==> src/rtl/alu_share_arbiter.sv <==
// Round-robin arbiter that time-shares one 64-bit ALU among four requesters.
// Each operation runs IDLE -> EXEC -> RESP; illegal select codes never reach the ALU.
module alu_share_arbiter #(
  parameter int N    = 63,
  parameter int NREQ = 4
) (
  input  logic                  clk,
  input  logic                  reset,
  input  logic [NREQ-1:0]       req_valid,
  output logic [NREQ-1:0]       req_ready,
  input  logic [NREQ*(N+1)-1:0] req_data1,
  input  logic [NREQ*(N+1)-1:0] req_data2,
  input  logic [NREQ*4-1:0]     req_sel,
  output logic [NREQ-1:0]       resp_valid,
  input  logic [NREQ-1:0]       resp_ready,
  output logic [N:0]            resp_result,
  output logic                  resp_zero,
  output logic                  resp_err,
  output logic [N:0]            alu_data1,
  output logic [N:0]            alu_data2,
  output logic [3:0]            alu_select,
  input  logic [N:0]            alu_result,
  input  logic                  alu_zero,
  output logic                  busy
);

  localparam logic [1:0] IDLE = 2'd0;
  localparam logic [1:0] EXEC = 2'd1;
  localparam logic [1:0] RESP = 2'd2;

  localparam logic [3:0] SEL_IDLE = 4'b1111;

  logic [1:0] state;
  logic [1:0] ptr;
  logic [1:0] grant;
  logic [N:0] op_a;
  logic [N:0] op_b;
  logic [3:0] op_sel;
  logic       op_err;

  logic       grant_found;
  logic [1:0] grant_idx;
  logic [1:0] cand;
  logic [3:0] win_sel;

  function automatic logic sel_legal(input logic [3:0] s);
    case (s)
      4'b0000, 4'b0001, 4'b0010, 4'b0110, 4'b0111, 4'b1100: sel_legal = 1'b1;
      default:                                              sel_legal = 1'b0;
    endcase
  endfunction

  // First valid requester at or after the round-robin pointer wins.
  always_comb begin
    grant_found = 1'b0;
    grant_idx   = ptr;
    cand        = ptr;
    for (int k = 0; k < 4; k++) begin
      cand = ptr + 2'(k);
      if (!grant_found && req_valid[cand]) begin
        grant_found = 1'b1;
        grant_idx   = cand;
      end
    end
  end

  assign win_sel    = req_sel[grant_idx*4 +: 4];
  assign req_ready  = (state == IDLE && grant_found) ? (NREQ'(1) << grant_idx) : '0;
  assign resp_valid = (state == RESP) ? (NREQ'(1) << grant) : '0;
  assign busy       = (state == EXEC) || (state == RESP);

  // Operands keep their last latched value; the select is parked except during a legal EXEC.
  assign alu_data1  = op_a;
  assign alu_data2  = op_b;
  assign alu_select = (state == EXEC && !op_err) ? op_sel : SEL_IDLE;

  always_ff @(posedge clk or posedge reset) begin
    if (reset) begin
      state       <= IDLE;
      ptr         <= 2'd0;
      grant       <= 2'd0;
      op_a        <= '0;
      op_b        <= '0;
      op_sel      <= SEL_IDLE;
      op_err      <= 1'b0;
      resp_result <= '0;
      resp_zero   <= 1'b0;
      resp_err    <= 1'b0;
    end else begin
      case (state)
        IDLE: begin
          if (grant_found) begin
            grant  <= grant_idx;
            op_a   <= req_data1[grant_idx*(N+1) +: N+1];
            op_b   <= req_data2[grant_idx*(N+1) +: N+1];
            op_sel <= win_sel;
            op_err <= !sel_legal(win_sel);
            state  <= EXEC;
          end
        end
        EXEC: begin
          if (op_err) begin
            resp_result <= '0;
            resp_zero   <= 1'b0;
            resp_err    <= 1'b1;
          end else begin
            resp_result <= alu_result;
            resp_zero   <= alu_zero;
            resp_err    <= 1'b0;
          end
          state <= RESP;
        end
        RESP: begin
          // Only the granted requester's ready can retire the response.
          if (resp_ready[grant]) begin
            ptr   <= grant + 2'd1;
            state <= IDLE;
          end
        end
        default: state <= IDLE;
      endcase
    end
  end

endmodule

==> config.mk <==
export PLATFORM = sky130hd
export DESIGN_NAME = alu_share_arbiter
export DESIGN_NICKNAME = d
export VERILOG_FILES = /design/src/rtl/alu_share_arbiter.sv
export SDC_FILE = /design/constraint.sdc
export NUM_CORES = 1
export LEC_CHECK = 0
export BUFFER_PORTS_ARGS = -buffer_cell sky130_fd_sc_hd__buf_2
export CORE_AREA = 4 4 309 311
export CTS_CLUSTER_SIZE = 30
export DETAILED_ROUTE_END_ITERATION = 7
export DIE_AREA = 0 0 313 315
export PLACE_DENSITY = 0.4
export SYNTH_ARGS = -nofsm -noshare
export SYNTH_HDL_FRONTEND = slang
export SYNTH_SLANG_ARGS = --single-unit
==> constraint.sdc <==
create_clock -name clk -period 7.1 [get_ports clk]
set_clock_uncertainty 0.15 [all_clocks]
set_input_delay 0.71 -clock clk [delete_from_list [all_inputs] [get_ports clk]]
set_output_delay 0.71 -clock clk [all_outputs]
set_load 0.05 [all_outputs]
# Yosys cells after proc, flatten, opt, wreduce, memory -nomap -nowiden
# Cells that the tools add are included.
[totals]
register_bits = 205
inputBits = 603
[op_classes]
addsub = 4
order_cmp = 5
eq_ne = 9
n_shift = 5
muxes = 29
n_reduce_logical = 17
[ops]
columns = ["cell", "count"]
rows = [
  ["$shiftx 256x9->64", 2],
  ["$mux 64", 1],
  ["$shiftx 16x5->4", 1],
  ["$lt 2x3->1 const B", 5],
  ["$mux 1", 14],
  ["$mux 4", 3],
  ["$bmux 1 s2", 5],
  ["$mux 2", 5],
  ["$eq 4x3->1 const B", 2],
  ["$shl 1x2->4 const A", 2],
  ["$pmux 2 s3", 1],
  ["$reduce_and 2->1", 3],
  ["$reduce_or 6->1", 1],
  ["$logic_and 1x1->1", 5],
  ["$logic_not 1->1", 5],
  ["$add 2x1->2 const B", 2],
  ["$add 2x2->2 const B", 2],
  ["$eq 4x1->1 const B", 1],
  ["$eq 4x2->1 const B", 1],
  ["$eq 4x4->1 const B", 1],
  ["$logic_not 4->1", 1],
  ["$eq 2x1->1 const B", 1],
  ["$eq 2x2->1 const B", 1],
  ["$logic_not 2->1", 1],
  ["3 further kinds", 3],
]

# Logic depth before layout (Yosys ltp)
# Gate-level depths: netlist of the first run.
[depth]
word_depth = 19
depth_mapped = 11
depth_no_buf = 8

# Least setup slack after synthesis of the first run
# OpenSTA, ideal clock, no wires.
[synth_path]
kind = "input -> output"
start = "in req_valid[2]"
end = "out req_ready[2]"
arrival_ps = 2971
path_slack_ps = 3269
path_stages = 8
path_cell_list = "buf_2 nor2b_1 o21ai_0 and2_1 buf_4 clkbuf_1 buf_2 nor3_1"
[synth_between]
elab_chain_cells = 14
elab_cells_between_ends = 24
classes_between = "shift (1); mux (16); reduce/logical (7)"
[synth_lines]
columns = ["element", "line", "source"]
rows = [
  ["start: declaration", "9", "input logic [NREQ-1:0] req_valid,"],
  ["$bmux 1 s2", "60", "if (!grant_found && req_valid[cand]) begin"],
  ["$mux 1 (not written as such)", "60", ""],
  ["$mux 1", "60", ""],
  ["$logic_not 1->1", "60", ""],
  ["$logic_and 1x1->1", "60", ""],
  ["$mux 1", "60", ""],
  ["$logic_not 1->1", "60", ""],
  ["$logic_and 1x1->1", "60", ""],
  ["$mux 1", "60", ""],
  ["$logic_not 1->1", "60", ""],
  ["$logic_and 1x1->1", "60", ""],
  ["$mux 2 or $mux 1 (tied branches)", "60", ""],
  ["$shl 1x2->4 or $logic_and 1x1->1 (tied branches)", "68", "assign req_ready = (state == IDLE && grant_found) ? (NREQ'(1) << grant_idx) : '0;"],
  ["$mux 4 (*)", "68", ""],
  ["end: declaration", "10", "output logic [NREQ-1:0] req_ready,"],
]
# Mark *: on every way between the ends. The rest lies on a longest branch, timed or not. The select of a mux whose other input is x is not followed.

# Worst setup path after layout of the first run
[layout_path]
start = "reg ptr[0]"
end = "out req_ready[2]"
[layout_between]
elab_chain_cells = 14
elab_cells_between_ends = 27
classes_between = "add/sub (3); shift (1); mux (16); reduce/logical (7)"
[layout_lines]
columns = ["element", "line", "source"]
rows = [
  ["start: declaration", "34", "logic [1:0] ptr;"],
  ["start signal: assignment", "116", "ptr <= grant + 2'd1;"],
  ["branches (longest 13 deep; another with $add 2x1->2)", "n/a", ""],
  ["$mux 4 (*)", "68", ""],
]
# Mark *: on every way between the ends. The select of a mux whose other input is x is not followed.

==> metrics, run 1 <==
Comb pwr share=0.597; Adder-Cell Fraction of Synth Area=0.00829; number of max-cap violations=0; Residual DRC=0; Worst EP required=between 6000 and 7000 ps; setup tns final=0 ps; fin crit period=4350 ps; average size of a mapped cell=6.75 µm²; relative slew slack=0.324; synth warn=0; xor and xnor fraction of the mapped netlist area=0.000725; post-synth cell types=43; Area growth syn-to-layout=51.6%; placed insts=roughly 3700; slowest CP cell=buf_4; Switching Fraction=0.557; sequential-to-total area share from yosys stat=0.425; post-synthesis simple-gate area fraction=0.279; crit path DAT=roughly 3500 ps; vias in the first global route=14226; Seq pwr share=0.224; Tcrit/Tclk final=0.613; r2r endpoint=alu_data2[8]$_DFFE_PP0P_; die width=313 µm; NumNets Final=just over 3000; Int Pwr=3.86 mW; Crit Path Max Fanout=142; CP peak stage delay=470 ps; NetSw=4.85 mW; clk buf depth=3; top cells by count, synth=nand2_1, a21oi_1, dfrtp_1, o21ai_0, inv_1; Max VDD drop=276 µV; status=completed; Worst Hold Class=primary input to async pin; CTS clk-pin slew, worst paths=60 ps; Final HPWL DP=49900 µm; cell taking the most area after synthesis=dfrtp_1; Critical Path Source Type=register; DIE HEIGHT=about 320 µm; largest family of logic cells by synthesized area=simple AND/OR/NAND/NOR gates; Finished Layout Cells=3785; Synth Net Count=roughly 2400; row count=112; top cells by area, synth=dfrtp_1, nand2_1, a21oi_1; Synth Area in Compound Gates=0.202; H-tree depth=1; Post-synth EDFFs=0; Critical R2R Launch=ptr[0]$_DFFE_PP0P_; Cell Chain, Critical Path=and2b_1 > a21oi_2 > o211ai_4 > buf_4 > inv_8 > buf_12 > nor3_1 > buf_2; Yosys top cell area share=0.417; Clock power frac=0.179; port buffer count=~800; Cell Pwr Density=476 nW/µm²; CTS Buf Count=29; DRT iter0 DRCs=745; hold buffer count at CTS=0; Setup CP Type=register to primary output; post-DR wirelength/cell=about 17 µm; DR vias/cell=~3.8; CTS resizes=0; Die ar.=98600 µm²; CTS tree=done; synthesized cell area=12100 µm²; Tightest Pin Transition=a little over 1000 ps; grt ovf=0; global-route wire length before repair=about 93000 µm; starting density of the core=0.130; Post-DRT Antenna Nets=0; final setup violation count=0; Worst R2R Path Depth=10; clk sink count=205; Primary FF master, synth=dfrtp_1; setup repair bufs after CTS=0; final-report hold violation count=0; mux contribution to synthesized area=0.0118; core area=92800 µm²; RSZ-0062 raised after global routing=no; layout cells sized above 1=0.353; fin. max-slew vios=0; total track usage=0.123; initial antenna violation count=11; critical path capture point type=primary output; Synth Instances=around 1800; asr flop ratio synth=1.00; Ports=810; largest net degree at the start of global routing=144; flops & latches, synth=205; Leak Pwr=9.58 nW; most common cell in the synthesized netlist=nand2_1; GP Congestion=0.853; routed vias=14222; setup slack, reg-to-reg=3720 ps; upper clock frequency limit=~230 MHz; Clock Latency Late Sink=between 500 and 600 ps; drt pass-1 iters=4; Root Driver=clkbuf_16; WL final=around 65000 µm
worst max path at each step:
stage | to | startpoint | slack [ps]
after global routing | req_ready[2] | ptr[0]$_DFFE_PP0P_ | 2500
after detailed placement | req_ready[0] | req_valid[2] | 3130
after global placement | req_ready[2] | req_valid[2] | 3140
final | req_ready[2] | ptr[0]$_DFFE_PP0P_ | 2750
after CTS | alu_select[0] | state[1]$_DFFE_PP0P_ | 2770
after floorplan | alu_data1[0]$_DFFE_PP0P_ | reset | 650
through the flow:
stage / hold slack [ps] / util / setup WS, ps / total power [mW] / instance area [µm²]
after floorplan: 281 / - / 651 / 5.67 / 12100
after global placement: 293 / 0.187 / 3140 / 7.28 / 17300
after detailed placement: 295 / 0.187 / 3130 / 7.31 / 17300
after CTS: 29.9 / 0.197 / 2770 / 8.93 / 18300
after global routing: 41.8 / 0.197 / 2500 / 9.42 / 18300
final: 18.8 / 0.197 / 2750 / 8.72 / 18300
per-layer routing:
metal  track usage  wire length, µm
met5             0               27
met1         0.151            27100
met3        0.0333             4790
met2         0.216            31500
met4        0.0253             1220
placed cells by master (no fill, tap or decap), types with 5 or more instances in the layout:
cell	n
mux2i_1	5
nand2_1	847
mux2_2	5
clkinv_2	5
buf_4	7
ha_1	7
clkbuf_1	7
a21oi_1	261
clkbuf_16	29
buf_12	6
buf_2	809
dfrtp_1	201
clkbuf_8	5
inv_1	72
o21ai_0	200
nor3_1	5
worst max-delay path, delay by kind of cell, from the launching register on:
kind	cells	cell delay (ps)
AND/OR/NAND/NOR	2	600
flip-flops	1	450
AO/OA/AOI/OAI	2	270
buffers and inverters	4	1250
power groups by stage:
stage          combinational (mW)  sequential (mW)  clock, mW
2_1_floorplan                2.19             3.48          0
3_3_place_gp                 5.32             1.97          0
3_5_place_dp                 5.33             1.97          0
4_1_cts                      5.33             1.97       1.64
5_1_grt                      5.71             2.03       1.68
6_report                     5.20             1.96       1.56
sequential cells by signal (all words and copies together) (netlist names):
| signal | flops |
|---|---|
| alu_data1 | 64 |
| alu_data2 | 64 |
| resp_result | 64 |
| op_sel | 4 |
| grant | 2 |
| ptr | 2 |
| state | 2 |
| op_err | 1 |
| resp_err | 1 |
| resp_zero | 1 |
kinds of logic after synthesis:
kind of cell,count (synthesis)
AND/OR/NAND/NOR,879
AO/OA/AOI/OAI,474
buffers and inverters,209
flip-flops,205
multiplexers,12
adder cells (fa/ha/maj),8
XOR/XNOR,1
final cells by class:
type	count	area, µm²
Fill cell	10852	74500
Tap cell	1254	1570
Timing Repair Buffer	822	4220
Inverter	75	297
Sequential cell	205	5130
Clock inverter	11	174
Multi-Input combinational cell	1374	6080
Clock buffer	41	821
Antenna cell	3	7.51
Note: power is estimated with default switching activity, not from simulation.
==> run 2: changes to the inputs <==
Settings changed: PLACE_DENSITY 0.4 to 0.41.
Clock period 7.1 ns to 3.95 ns, I/O delays scaled along.
==> metrics, run 2 (synthesized netlist as in run 1, its figures left out) <==
Root Driver=clkbuf_16 (unchanged); starting density of the core=0.130 (unchanged); fin crit period=3270 ps; DR vias/cell=3.75 (was 3.76); crit path DAT=3610 ps (was 3490 ps); vias in the first global route=15003 (was 14226); hold buffer count at CTS=94 (was 0); setup repair bufs after CTS=0 (unchanged); Critical R2R Launch=ptr[0]$_DFFE_PP0P_ (unchanged); DIE HEIGHT=315 µm (unchanged); GP Congestion=0.856 (was 0.853); CTS tree=done (unchanged); final-report hold violation count=0 (unchanged); Post-DP Area=17500 µm² (was 17300 µm²); grt ovf=0 (unchanged); port buffer count=809 (unchanged); number of max-cap violations=0 (unchanged); initial antenna violation count=10 (was 11); Worst R2R Path Depth=10 (unchanged); # fillers=10739 (was 10852); relative slew slack=0.462 (was 0.324); die width=313 µm (unchanged); commonest non-fill, non-tap cell in the layout=nand2_1 (unchanged); r2r endpoint=alu_data1[1]$_DFFE_PP0P_ (was alu_data2[8]$_DFFE_PP0P_); Setup CP Type=register to register (was register to primary output); upper clock frequency limit=306 MHz; critical path capture point type=register (was primary output); row count=112 (unchanged); total track usage=0.122 (was 0.123); Leak Pwr=10.1 nW (was 9.58 nW); clk sink count=205 (unchanged); final setup violation count=0 (unchanged); post-DR wirelength/cell=16.5 µm (was 17.1 µm); cell mode on critical path=nand2_1; Worst EP required=4290 ps (was 6240 ps); CP top delay family=buffers and inverters (unchanged); routed vias=14663 (was 14222); NumNets Final=3238 (was 3118); start point of the critical path=ptr[0]$_DFFE_PP0P_ (unchanged); slowest CP cell=dlygate4sd3_1 (was buf_4); Tightest Pin Transition=807 ps (was 1010 ps); Ports=810 (unchanged); Post-DRT Antenna Nets=0 (unchanged); RSZ-0062 raised after global routing=no (unchanged); Final HPWL DP=50800 µm (was 49900 µm); Worst Hold Class=primary input to register (was primary input to async pin); setup tns final=0 ps (unchanged); buffers plus inverters on the worst setup path=3 (was 4); WP depth=10 (was 8); CP peak stage delay=550 ps (was 470 ps); drt pass-1 iters=6 (was 4); clk buf depth=3 (unchanged); WL final=64300 µm (was 64600 µm); Max VDD drop=355 µV (was 276 µV); Design Area, Final=19400 µm² (was 18300 µm²); CTS Buf Count=27 (was 29); layout cells sized above 1=0.347 (was 0.353); H-tree depth=1 (unchanged); Tcrit/Tclk final=0.827; Clock Latency Late Sink=580 ps (was 590 ps); DRT iter0 DRCs=702 (was 745); core area=92800 µm² (unchanged); Crit Path Max Fanout=90 (was 142); Residual DRC=0 (unchanged); status=completed (unchanged); highest-count cells in the layout ignoring fill and taps=nand2_1, buf_2, a21oi_1, dfrtp_1, o21ai_0 (unchanged); Cell Pwr Density=812 nW/µm² (was 476 nW/µm²); largest net degree at the start of global routing=123 (was 144); Critical Path Source Type=register (unchanged); crit path to=alu_data1[1]$_DFFE_PP0P_ (was req_ready[2]); fin. max-slew vios=0 (unchanged); setup slack, reg-to-reg=680 ps (was 3720 ps); Area growth syn-to-layout=61.0% (was 51.6%); CTS resizes=0 (unchanged); CTS clk-pin slew, worst paths=60 ps (about the same); Cell Chain, Critical Path=and2b_1 > a21oi_2 > o211ai_4 > buf_12 > buf_4 > nand2_1 > nand2_1 > dlygate4sd3_1 > a21oi_1 > o21ai_0 (was and2b_1 > a21oi_2 > o211ai_4 > buf_4 > inv_8 > buf_12 > nor3_1 > buf_2); Die ar.=98600 µm² (unchanged); global-route wire length before repair=92700 µm (was 93200 µm)
## run 2: area by class of cell
cell class	count	area (µm²)	area share
flip-flops and latches	205	5130	0.264
well taps	1254	1570	0.0807
clock inverters	11	178	0.00914
repair buffers	944	5410	0.278
clock buffers	36	749	0.0386
multi-input cells	1374	6080	0.313
diodes	7	17.5	0.000901
inverters	75	293	0.0151
## run 2: routing by layer
| layer | global-route usage | wire length, µm | vias up |
|---|---|---|---|
| met5 | 0 | 34 | - |
| li1 | - | - | 7408 |
| met1 | 0.143 | 25900 | 6604 |
| met4 | 0.0413 | 2120 | 6 |
| met2 | 0.213 | 31200 | 551 |
| met3 | 0.0331 | 4980 | 94 |
## run 2: power by group
| part | total (mW) | internal (mW) | leakage (nW) | switching [mW] |
|---|---|---|---|---|
| Clock | 2.64 | 1.59 | 0.446 | 1.05 |
| Combinational | 9.60 | 2.49 | 7.02 | 7.11 |
| Sequential | 3.54 | 3.01 | 2.61 | 0.522 |
## run 2: stage by stage
step	hold slack [ps]	cells	power, mW	utilization	setup WS, ps
2_1_floorplan	281	1788	10.2	-	749
3_3_place_gp	295	3758	13.2	0.189	1040
3_5_place_dp	296	3758	13.2	0.189	1010
4_1_cts	0.619	3899	16.1	0.209	677
5_1_grt	46.6	3903	17.0	0.209	437
6_report	44.8	3906	15.8	0.209	681
## run 2: worst min-delay path by stage
stage / startpoint / end / depth (start not counted)
after CTS: req_data1[86] / alu_data1[22]$_DFFE_PP0P_ / 5
after global routing: req_data1[88] / alu_data1[24]$_DFFE_PP0P_ / 5
after floorplan: op_sel[1]$_DFFE_PP1P_ / op_sel[1]$_DFFE_PP1P_ / 2
after global placement: op_sel[1]$_DFFE_PP1P_ / op_sel[1]$_DFFE_PP1P_ / 2
final: req_data2[87] / alu_data2[23]$_DFFE_PP0P_ / 5
after detailed placement: op_sel[1]$_DFFE_PP1P_ / op_sel[1]$_DFFE_PP1P_ / 2
## run 2: tightest hold or removal path: cells and delay by family
family | cells | cell delay, ps
compound gates | 2 | 180
simple gates | 2 | 90
buf+inv | 1 | 80
==> run 3: changes to the inputs <==
Clock period 3.95 ns to 2.78 ns, I/O delays scaled along.
==> metrics, run 3 (synthesized netlist as in run 1, its figures left out) <==
DR vias/cell=3.87 (was 3.75); largest net degree at the start of global routing=98 (was 123); placed insts=3792 (was 3758); Comb pwr share=0.639 (was 0.609); clk sink count=205 (unchanged); upper clock frequency limit=370 MHz (was 306 MHz); # fillers=10221 (was 10739); Critical R2R Launch=ptr[0]$_DFFE_PP0P_ (unchanged); fin crit period=2700 ps (was 3270 ps); fin. max-slew vios=0 (unchanged); WL final=70300 µm (was 64300 µm); Critical Path Source Type=register (unchanged); Post-DRT Antenna Nets=0 (unchanged); Max VDD drop=399 µV (was 355 µV); routed vias=16834 (was 14663); layout cells sized above 1=0.322 (was 0.347); CTS Buf Count=27 (unchanged); port buffer count=809 (unchanged); Residual DRC=0 (unchanged); relative slew slack=0.530 (was 0.462); crit path DAT=2990 ps (was 3610 ps); violated checks=hold timing; Register Area=5130 µm² (unchanged); GP Congestion=0.872 (was 0.856); Tcrit/Tclk final=0.973 (was 0.827); Root Driver=clkbuf_16 (unchanged); DRT iter0 DRCs=728 (was 702); CTS tree=done (unchanged); final-report hold violation count=1 (was 0); RSZ-0062 raised after global routing=yes (was no); number of max-cap violations=0 (unchanged); Int Pwr=11.7 mW (was 7.09 mW); final setup violation count=0 (unchanged); Ports=810 (unchanged); Final Power=24.6 mW (was 15.8 mW); r2r endpoint=alu_data1[16]$_DFFE_PP0P_ (was alu_data1[1]$_DFFE_PP0P_); Seq pwr share=0.202 (was 0.224); core area=92800 µm² (unchanged); CTS clk-pin slew, worst paths=60 ps (about the same); post-DR wirelength/cell=16.1 µm (was 16.5 µm); Leak Pwr=12.2 nW (was 10.1 nW); Setup CP Type=register to register (unchanged); drt pass-1 iters=5 (was 6); Finished Layout Cells=4353 (was 3906); NumNets Final=3687 (was 3238); Final HPWL DP=50400 µm (was 50800 µm); Cell Pwr Density=1010 nW/µm² (was 812 nW/µm²); Area growth syn-to-layout=101% (was 61.0%); highest-count cells in the layout ignoring fill and taps=nand2_1, buf_2, dlygate4sd3_1, a21oi_1, dfrtp_1 (was nand2_1, buf_2, a21oi_1, dfrtp_1, o21ai_0); H-tree depth=1 (unchanged); initial antenna violation count=4 (was 10); Worst Hold Class=primary input to register (unchanged); final hold slack=-19.6 ps (was 44.8 ps); Clock Latency Late Sink=570 ps (was 580 ps); Worst R2R Path Depth=12 (was 10); Tightest Pin Transition=706 ps (was 807 ps); total track usage=0.129 (was 0.122); Hold Crit Start=req_data2[28] (was req_data2[87]); vias in the first global route=17371 (was 15003); row count=112 (unchanged); Switching Fraction=0.526 (was 0.551); die width=313 µm (unchanged); setup tns final=0 ps (unchanged); starting density of the core=0.130 (unchanged); commonest non-fill, non-tap cell in the layout=nand2_1 (unchanged); grt ovf=0 (unchanged); Worst EP required=3060 ps (was 4290 ps); share of the core filled with cells=0.262 (was 0.209); worst hold path cell count=5 (unchanged); clk buf depth=3 (unchanged); footprint of the multi-input gates=6180 µm² (was 6080 µm²); critical path capture point type=register (unchanged); global-route wire length before repair=100000 µm (was 92700 µm); DIE HEIGHT=315 µm (unchanged); Endpoint, Worst Hold=alu_data2[28]$_DFFE_PP0P_ (was alu_data2[23]$_DFFE_PP0P_); Clock power frac=0.159 (was 0.167); status=finished, violations left (was completed); NetSw=12.9 mW (was 8.69 mW); Crit Path Max Fanout=22 (was 90); setup slack, reg-to-reg=80 ps (was 680 ps); Die ar.=98600 µm² (unchanged)
-- run 3: power by group through the flow --
stage          clock [mW]  sequential, mW  combinational [mW]
6_report             3.91            4.98                15.7
5_1_grt              4.17            5.15                17.0
4_1_cts              4.09            4.99                15.3
3_5_place_dp            0            5.02                14.4
3_3_place_gp            0            4.99                14.4
2_1_floorplan           0            8.89                5.61
-- run 3: worst max-delay path by stage --
| stage | start | endpoint | cells past startpoint |
|---|---|---|---|
| after CTS | ptr[0]$_DFFE_PP0P_ | alu_data2[28]$_DFFE_PP0P_ | 12 |
| after global placement | ptr[1]$_DFFE_PP0P_ | alu_data2[48]$_DFFE_PP0P_ | 7 |
| after detailed placement | ptr[1]$_DFFE_PP0P_ | alu_data2[48]$_DFFE_PP0P_ | 7 |
| final | ptr[0]$_DFFE_PP0P_ | alu_data1[16]$_DFFE_PP0P_ | 12 |
| after floorplan | reset | alu_data1[0]$_DFFE_PP0P_ | 1 |
| after global routing | ptr[0]$_DFFE_PP0P_ | alu_data2[47]$_DFFE_PP0P_ | 12 |
-- run 3: through the flow --
stage          cell area, µm²  hold WS, ps  setup slack [ps]
5_1_grt                 24300         2.70             -9.35
2_1_floorplan           12100          245              -303
4_1_cts                 23900        0.133              18.8
3_5_place_dp            18000         88.1               188
3_3_place_gp            18000         89.5               190
6_report                24300        -19.6              76.0
-- run 3: layout make-up --
type                       instances  share of cell area
antenna                            3            0.000309
clock buffer                      42              0.0347
clock inverter                     7             0.00572
inverter                          75              0.0123
multi-input combinational       1374               0.255
sequential                       205               0.211
tap                             1254              0.0646
timing repair buffer            1393               0.417
-- run 3: per-layer routing --
metal | track usage | vias up | wire, µm
met5 | 0 | - | 0
met3 | 0.0332 | 174 | 4970
li1 | - | 8303 | -
met4 | 0.0505 | 0 | 3010
met2 | 0.228 | 740 | 33800
met1 | 0.150 | 7617 | 28500
-- run 3: repair_timing --
action,in CTS,in global routing
pin swaps,1,9
resized for setup,5,38
setup buffers,5,9
cloned,1,5
hold buffers,492,0
endpoints found under the hold margin,394,0
endpoints found under the setup margin,4,34
-- run 3: critical path, stage by stage, from the launching register on --
cell,delay [ps]
dfrtp_1,410
and2b_2,250
a21oi_2,50
o211ai_4,180
buf_6,160
clkinv_8,90
buf_16,170
buf_16,170
nand2_1,80
nand2_1,40
dlygate4sd3_1,560
a21oi_2,140
o21ai_0,80
